File: src/rtl/fb_sdram_arbiter.sv
// Arbitrates one SDRAM Avalon-MM master between VGA prefetch reads and two stroke-write ports.
// Reads take priority behind a starvation guard; writes alternate round-robin; read data returns in order.
module fb_sdram_arbiter #(
    parameter int ADDR_W          = 25,
    parameter int DATA_W          = 16,
    parameter int MAX_OUTSTANDING = 4,
    parameter int STARVE_LIMIT    = 8
) (
    input  logic              clk_clk,
    input  logic              reset_reset_n,
    input  logic              rd_valid,
    input  logic [ADDR_W-1:0] rd_addr,
    output logic              rd_ready,
    output logic [DATA_W-1:0] rd_data,
    output logic              rd_data_valid,
    input  logic              w0_valid,
    input  logic [ADDR_W-1:0] w0_addr,
    input  logic [DATA_W-1:0] w0_data,
    output logic              w0_ready,
    input  logic              w1_valid,
    input  logic [ADDR_W-1:0] w1_addr,
    input  logic [DATA_W-1:0] w1_data,
    output logic              w1_ready,
    output logic [ADDR_W-1:0] m_address,
    output logic              m_read,
    output logic              m_write,
    output logic [DATA_W-1:0] m_writedata,
    input  logic              m_waitrequest,
    input  logic [DATA_W-1:0] m_readdata,
    input  logic              m_readdatavalid,
    output logic [2:0]        outstanding,
    output logic              err_underflow
);
    localparam int             SW         = $clog2(STARVE_LIMIT + 1);
    localparam logic [2:0]     MAX_OUT    = 3'(MAX_OUTSTANDING);
    localparam logic [SW-1:0]  STARVE_MAX = SW'(STARVE_LIMIT);

    typedef enum logic {S_IDLE, S_ISSUE} state_t;

    state_t              r_state, w_state_nxt;
    logic [SW-1:0]       r_starve;
    logic                r_last_w1;
    logic [2:0]          r_outstanding;
    logic                r_err;
    logic [ADDR_W-1:0]   r_addr;
    logic [DATA_W-1:0]   r_wdata;
    logic                r_read, r_write;
    logic [DATA_W-1:0]   r_rd_data;
    logic                r_rd_data_valid;

    logic w_rd_elig, w_wr_any, w_pick_w1, w_starved;
    logic w_gnt_rd, w_gnt_wr, w_rd_acc;

    always_comb begin
        w_rd_elig   = rd_valid && (r_outstanding < MAX_OUT);
        w_wr_any    = w0_valid || w1_valid;
        // With both writers waiting, the one not granted last goes next.
        w_pick_w1   = w1_valid && (!w0_valid || !r_last_w1);
        w_starved   = (r_starve == STARVE_MAX);
        w_rd_acc    = (r_state == S_ISSUE) && r_read && !m_waitrequest;
        w_gnt_rd    = 1'b0;
        w_gnt_wr    = 1'b0;
        w_state_nxt = r_state;
        case (r_state)
            S_IDLE: begin
                if (w_starved && w_wr_any) w_gnt_wr = 1'b1;
                else if (w_rd_elig)        w_gnt_rd = 1'b1;
                else if (w_wr_any)         w_gnt_wr = 1'b1;
                if (w_gnt_rd || w_gnt_wr) w_state_nxt = S_ISSUE;
            end
            S_ISSUE: if (!m_waitrequest) w_state_nxt = S_IDLE;
            default: w_state_nxt = S_IDLE;
        endcase
    end

    always_ff @(posedge clk_clk) begin
        if (!reset_reset_n) begin
            r_state         <= S_IDLE;
            r_starve        <= '0;
            r_last_w1       <= 1'b1;
            r_outstanding   <= '0;
            r_err           <= 1'b0;
            r_addr          <= '0;
            r_wdata         <= '0;
            r_read          <= 1'b0;
            r_write         <= 1'b0;
            r_rd_data       <= '0;
            r_rd_data_valid <= 1'b0;
        end else begin
            r_state         <= w_state_nxt;
            r_rd_data       <= m_readdata;
            r_rd_data_valid <= m_readdatavalid;
            if (r_state == S_IDLE) begin
                if (w_gnt_rd) begin
                    r_addr <= rd_addr;
                    r_read <= 1'b1;
                end
                if (w_gnt_wr) begin
                    r_addr    <= w_pick_w1 ? w1_addr : w0_addr;
                    r_wdata   <= w_pick_w1 ? w1_data : w0_data;
                    r_write   <= 1'b1;
                    r_last_w1 <= w_pick_w1;
                end
                if (w_gnt_wr || !w_wr_any) r_starve <= '0;
                else if (w_gnt_rd && !w_starved) r_starve <= r_starve + SW'(1);
            end else if (!m_waitrequest) begin
                r_read  <= 1'b0;
                r_write <= 1'b0;
            end
            // A response with nothing in flight is bogus: flag it and do not let it cancel a new accept.
            if (m_readdatavalid && r_outstanding == 3'd0) begin
                r_err <= 1'b1;
                if (w_rd_acc) r_outstanding <= 3'd1;
            end else if (w_rd_acc && !m_readdatavalid) begin
                r_outstanding <= r_outstanding + 3'd1;
            end else if (!w_rd_acc && m_readdatavalid) begin
                r_outstanding <= r_outstanding - 3'd1;
            end
        end
    end

    assign rd_ready      = w_gnt_rd;
    assign w0_ready      = w_gnt_wr && !w_pick_w1;
    assign w1_ready      = w_gnt_wr && w_pick_w1;
    assign m_address     = r_addr;
    assign m_writedata   = r_wdata;
    assign m_read        = r_read;
    assign m_write       = r_write;
    assign outstanding   = r_outstanding;
    assign err_underflow = r_err;
    assign rd_data       = r_rd_data;
    assign rd_data_valid = r_rd_data_valid;
endmodule
File: config.mk
export PLATFORM = sky130hd
export DESIGN_NAME = fb_sdram_arbiter
export DESIGN_NICKNAME = d
export VERILOG_FILES = /design/src/rtl/fb_sdram_arbiter.sv
export SDC_FILE = /design/constraint.sdc
export NUM_CORES = 1
export LEC_CHECK = 0
export CORE_ASPECT_RATIO = 1.4
export CORE_MARGIN = 5
export CORE_UTILIZATION = 37
export CTS_CLUSTER_DIAMETER = 80
export DETAILED_ROUTE_END_ITERATION = 10
export PLACE_DENSITY = 0.81
export SYNTH_ARGS = -nofsm -noshare
export SYNTH_HDL_FRONTEND = slang
export SYNTH_SLANG_ARGS = --single-unit
File: constraint.sdc
create_clock -name clk_clk -period 2.8 [get_ports clk_clk]
set_clock_uncertainty 0.2 [all_clocks]
set_input_delay 0.42 -clock clk_clk [delete_from_list [all_inputs] [get_ports clk_clk]]
set_output_delay 0.42 -clock clk_clk [all_outputs]
set_load 0.02 [all_outputs]
==> metrics.md <==
| Metric | Value |
|---|---|
| Final wirelength | 10.7 mm |
| CP startpoint kind | flop |
| R2R depth | 7 |
| Critical Path RT | 2.18 ns |
| GPL Wtd Cong | 0.775 |
| Syn Std Cell Area | between 0.003 and 0.004 mm² |
| Clock Pin Slew Worst Setup and Hold Paths | 0.06 ns |
| Gr usage total | 20.1% |
| DR DRC count | 0 |
| YS warnings | 0 |
| Number of synthesized register bits | 70 |
| Maximum vdd drop | 0.000430 V |
| Post-Synthesis Cells | 338 |
| Clk_lat worst skew | 0.32 ns |
| Clock buffer depth | 2 |
| Drt pass-1 iters | 5 |
| Status | completed |
| Critical path type | reg -> out |
| Final Hold Fails | 0 |
| Dpl cells | 625 |
| Initial antenna violation count | 0 |
| Die span in y | between 100 and 150 µm |
| Vias | 3289 |
| Hold endpoint | m_address[8] |
| Vias in the first global route | 3419 |
| Endpoints failing setup | 0 |
| First-pass GRT wire length | between 15 and 20 mm |
| Relative slew margins | 69.5% |
| Pleak | about 2.3 nW |
| WL per Instance | 16.7 µm |
| Hold Buf Count CTS | 0 |
| Post-DP HPWL | 8.03 mm |
| First DRT Iteration DRCs | 100 |
| Initial Utilization | 37.9% |
| Post-route clock period utilization | 91.5% |
| Syn_area_per_cell | ~9 µm² |
| Crit path DAT | between 1.5 and 2 ns |
| Sink Count | 70 |
| Critical Path Sink Type | primary output |
| Post-synth EDFFs | 0 |
| Ports | slightly below 200 |
| Pin count of the biggest net entering global routing | 43 |
| Hold Crit Depth | 1 |
| Via density | approximately 5 |
| Proportion of layout cells with a drive suffix above 1 | 7.79% |
| RR Endpoint | m_address[19] |
| Crit Path Max Fanout | 4 |
| Worst slew pin tran | around 0.45 ns |
| Final std cells w/o fill | 641 |
| Async set-reset flop share out of synthesis | 0% |
| Syn Nets | 471 |
| FF-to-FF setup slack | about 0.64 ns |
| TritonCTS clock tree | built |
| Seq/Total Area, Yosys | 45.4% |
| Unrepaired setup endpoints after global routing | false |
| Dominant synthesized flop cell | dfxtp_1 |
| Distinct cells, synth | 42 |
| Highest clock rate | 390 MHz |
| Die area | 0.0103 mm² |
| Layout Nets | 667 |
| Clock buffer count from CTS | 9 |
| Antenna Violating Nets Remaining | 0 |
| GRT Residual Overflow | 0 |
| Fin. max-slew vios | 0 |
| Ant diodes | 0 |
| Number of cell rows | 39 |
| Max-Cap Viols | 0 |
| Commonest non-fill, non-tap cell in the layout | clkdlybuf4s50_1 |
| I/O Buffers | 196 |
| Clk root buf | clkbuf_16 |
| PD cells | 659 mW/mm² |
| Tmin final | 2.56 ns |
| Type of the tightest min-delay check | reg -> reg |
| Most frequent cells in the layout | clkdlybuf4s50_1 (193), nand2_1 (83), dfxtp_1 (70) |
| Die W | approximately 87 µm |
| Worst reg2reg startpoint | r_starve[0] |
| Core area | 0.00815 mm² |
| H-tree depth | 3 |
| Setup TNS | 0 ns |
| Synth-to-Final Area Change | 77.2% |
| Hold path start | m_address[8] |
[layer usage]
layer,up-vias,global-route usage (%),wire (µm)
met1,1535,21.5,4080
met5,-,0,0
met3,19,8.40,1120
met2,144,35.1,5290
met4,0,6.72,219
li1,1591,-,-
[through the flow]
step                      power (mW)  area [µm²]  worst slack, ns  hold WS (ns)  utilization (%)
after floorplan                 1.82        3090            0.610         0.286                -
after global placement          2.36        5140           0.0811         0.255             63.1
after detailed placement        2.38        5140           0.0201         0.270             63.1
after CTS                       3.65        5480            0.227         0.287             67.2
after global routing            3.79        5480            0.167         0.302             67.2
final                           3.61        5480            0.237         0.284             67.2
[state kept, by name (all words and copies together) (netlist names)]
name and cells:
rd_data 16, r_starve 4, m_read 1, outstanding 3, m_address 25, err_underflow 1
r_last_w1 1, r_state 1, m_write 1, rd_data_valid 1, m_writedata 16
[cell usage after synthesis, drive strengths merged (2+ instances only)]
cell type | number | area share, %
and2 | 21 | 4.3
buf | 15 | 3.6
o211a | 16 | 5.2
nor2 | 8 | 1.1
clkbuf | 10 | 1.2
nand2b | 2 | 0.49
mux2i | 2 | 0.65
nor3 | 2 | 0.32
nand2 | 83 | 10
dfxtp | 70 | 45
a221o | 25 | 8.1
nand3b | 2 | 0.89
o21ai | 2 | 0.32
xnor2 | 3 | 0.85
a31oi | 9 | 1.8
a21oi | 20 | 3.2
xor2 | 2 | 0.57
ha | 2 | 0.81
nand3 | 17 | 2.9
nor2b | 6 | 1.2
inv | 6 | 0.73
[critical path, stage by stage, from the launching register on]
cell and delay (ns):
dfxtp_1 0.34, inv_1 0.07, ha_1 0.21, nand3b_4 0.11, a311oi_4 0.35, and2_1 0.19
dlygate4sd2_1 0.34
[power breakdown]
part           switching (mW)  total (mW)  internal, mW
sequential             0.0917        1.23          1.14
combinational           0.533        1.13         0.596
clock                   0.420        1.25         0.828
[timing repair]
action,in CTS,in global routing
gates resized for setup,3,0
endpoints found under the setup margin,3,0
buffers inserted,0,0
[area by class of cell]
cell class	instances	area, µm²
Multi-Input combinational cell	237	1530
Clock buffer	11	253
Tap cell	102	128
Sequential cell	70	1400
Inverter	6	22.5
Fill cell	637	2670
Timing Repair Buffer	210	2060
Clock inverter	5	81.3
[cells by family (layout without fill, tap and decap cells)]
logic type | Yosys count | in the layout | synth area share, %
and+or+nand+nor | 145 | 145 | 22.7
AOI/OAI and AO/OA | 82 | 82 | 22.8
DFF | 70 | 70 | 45.4
buffers and inverters | 31 | 232 | 5.55
xor gates and xnor gates | 5 | 5 | 1.42
adders and majority gates | 3 | 3 | 1.46
muxes | 2 | 2 | 0.648
[how the worst max path moves through the flow]
stage / start / to / depth (start not counted)
after CTS: r_starve[0] / w1_ready / 6
final: r_starve[0] / w1_ready / 6
after floorplan: r_starve[0] / w0_ready / 6
after global routing: r_starve[0] / w0_ready / 6
after global placement: w0_valid / w1_ready / 5
after detailed placement: w0_valid / rd_ready / 6
No activity file was read; power rests on OpenSTA's default activity.
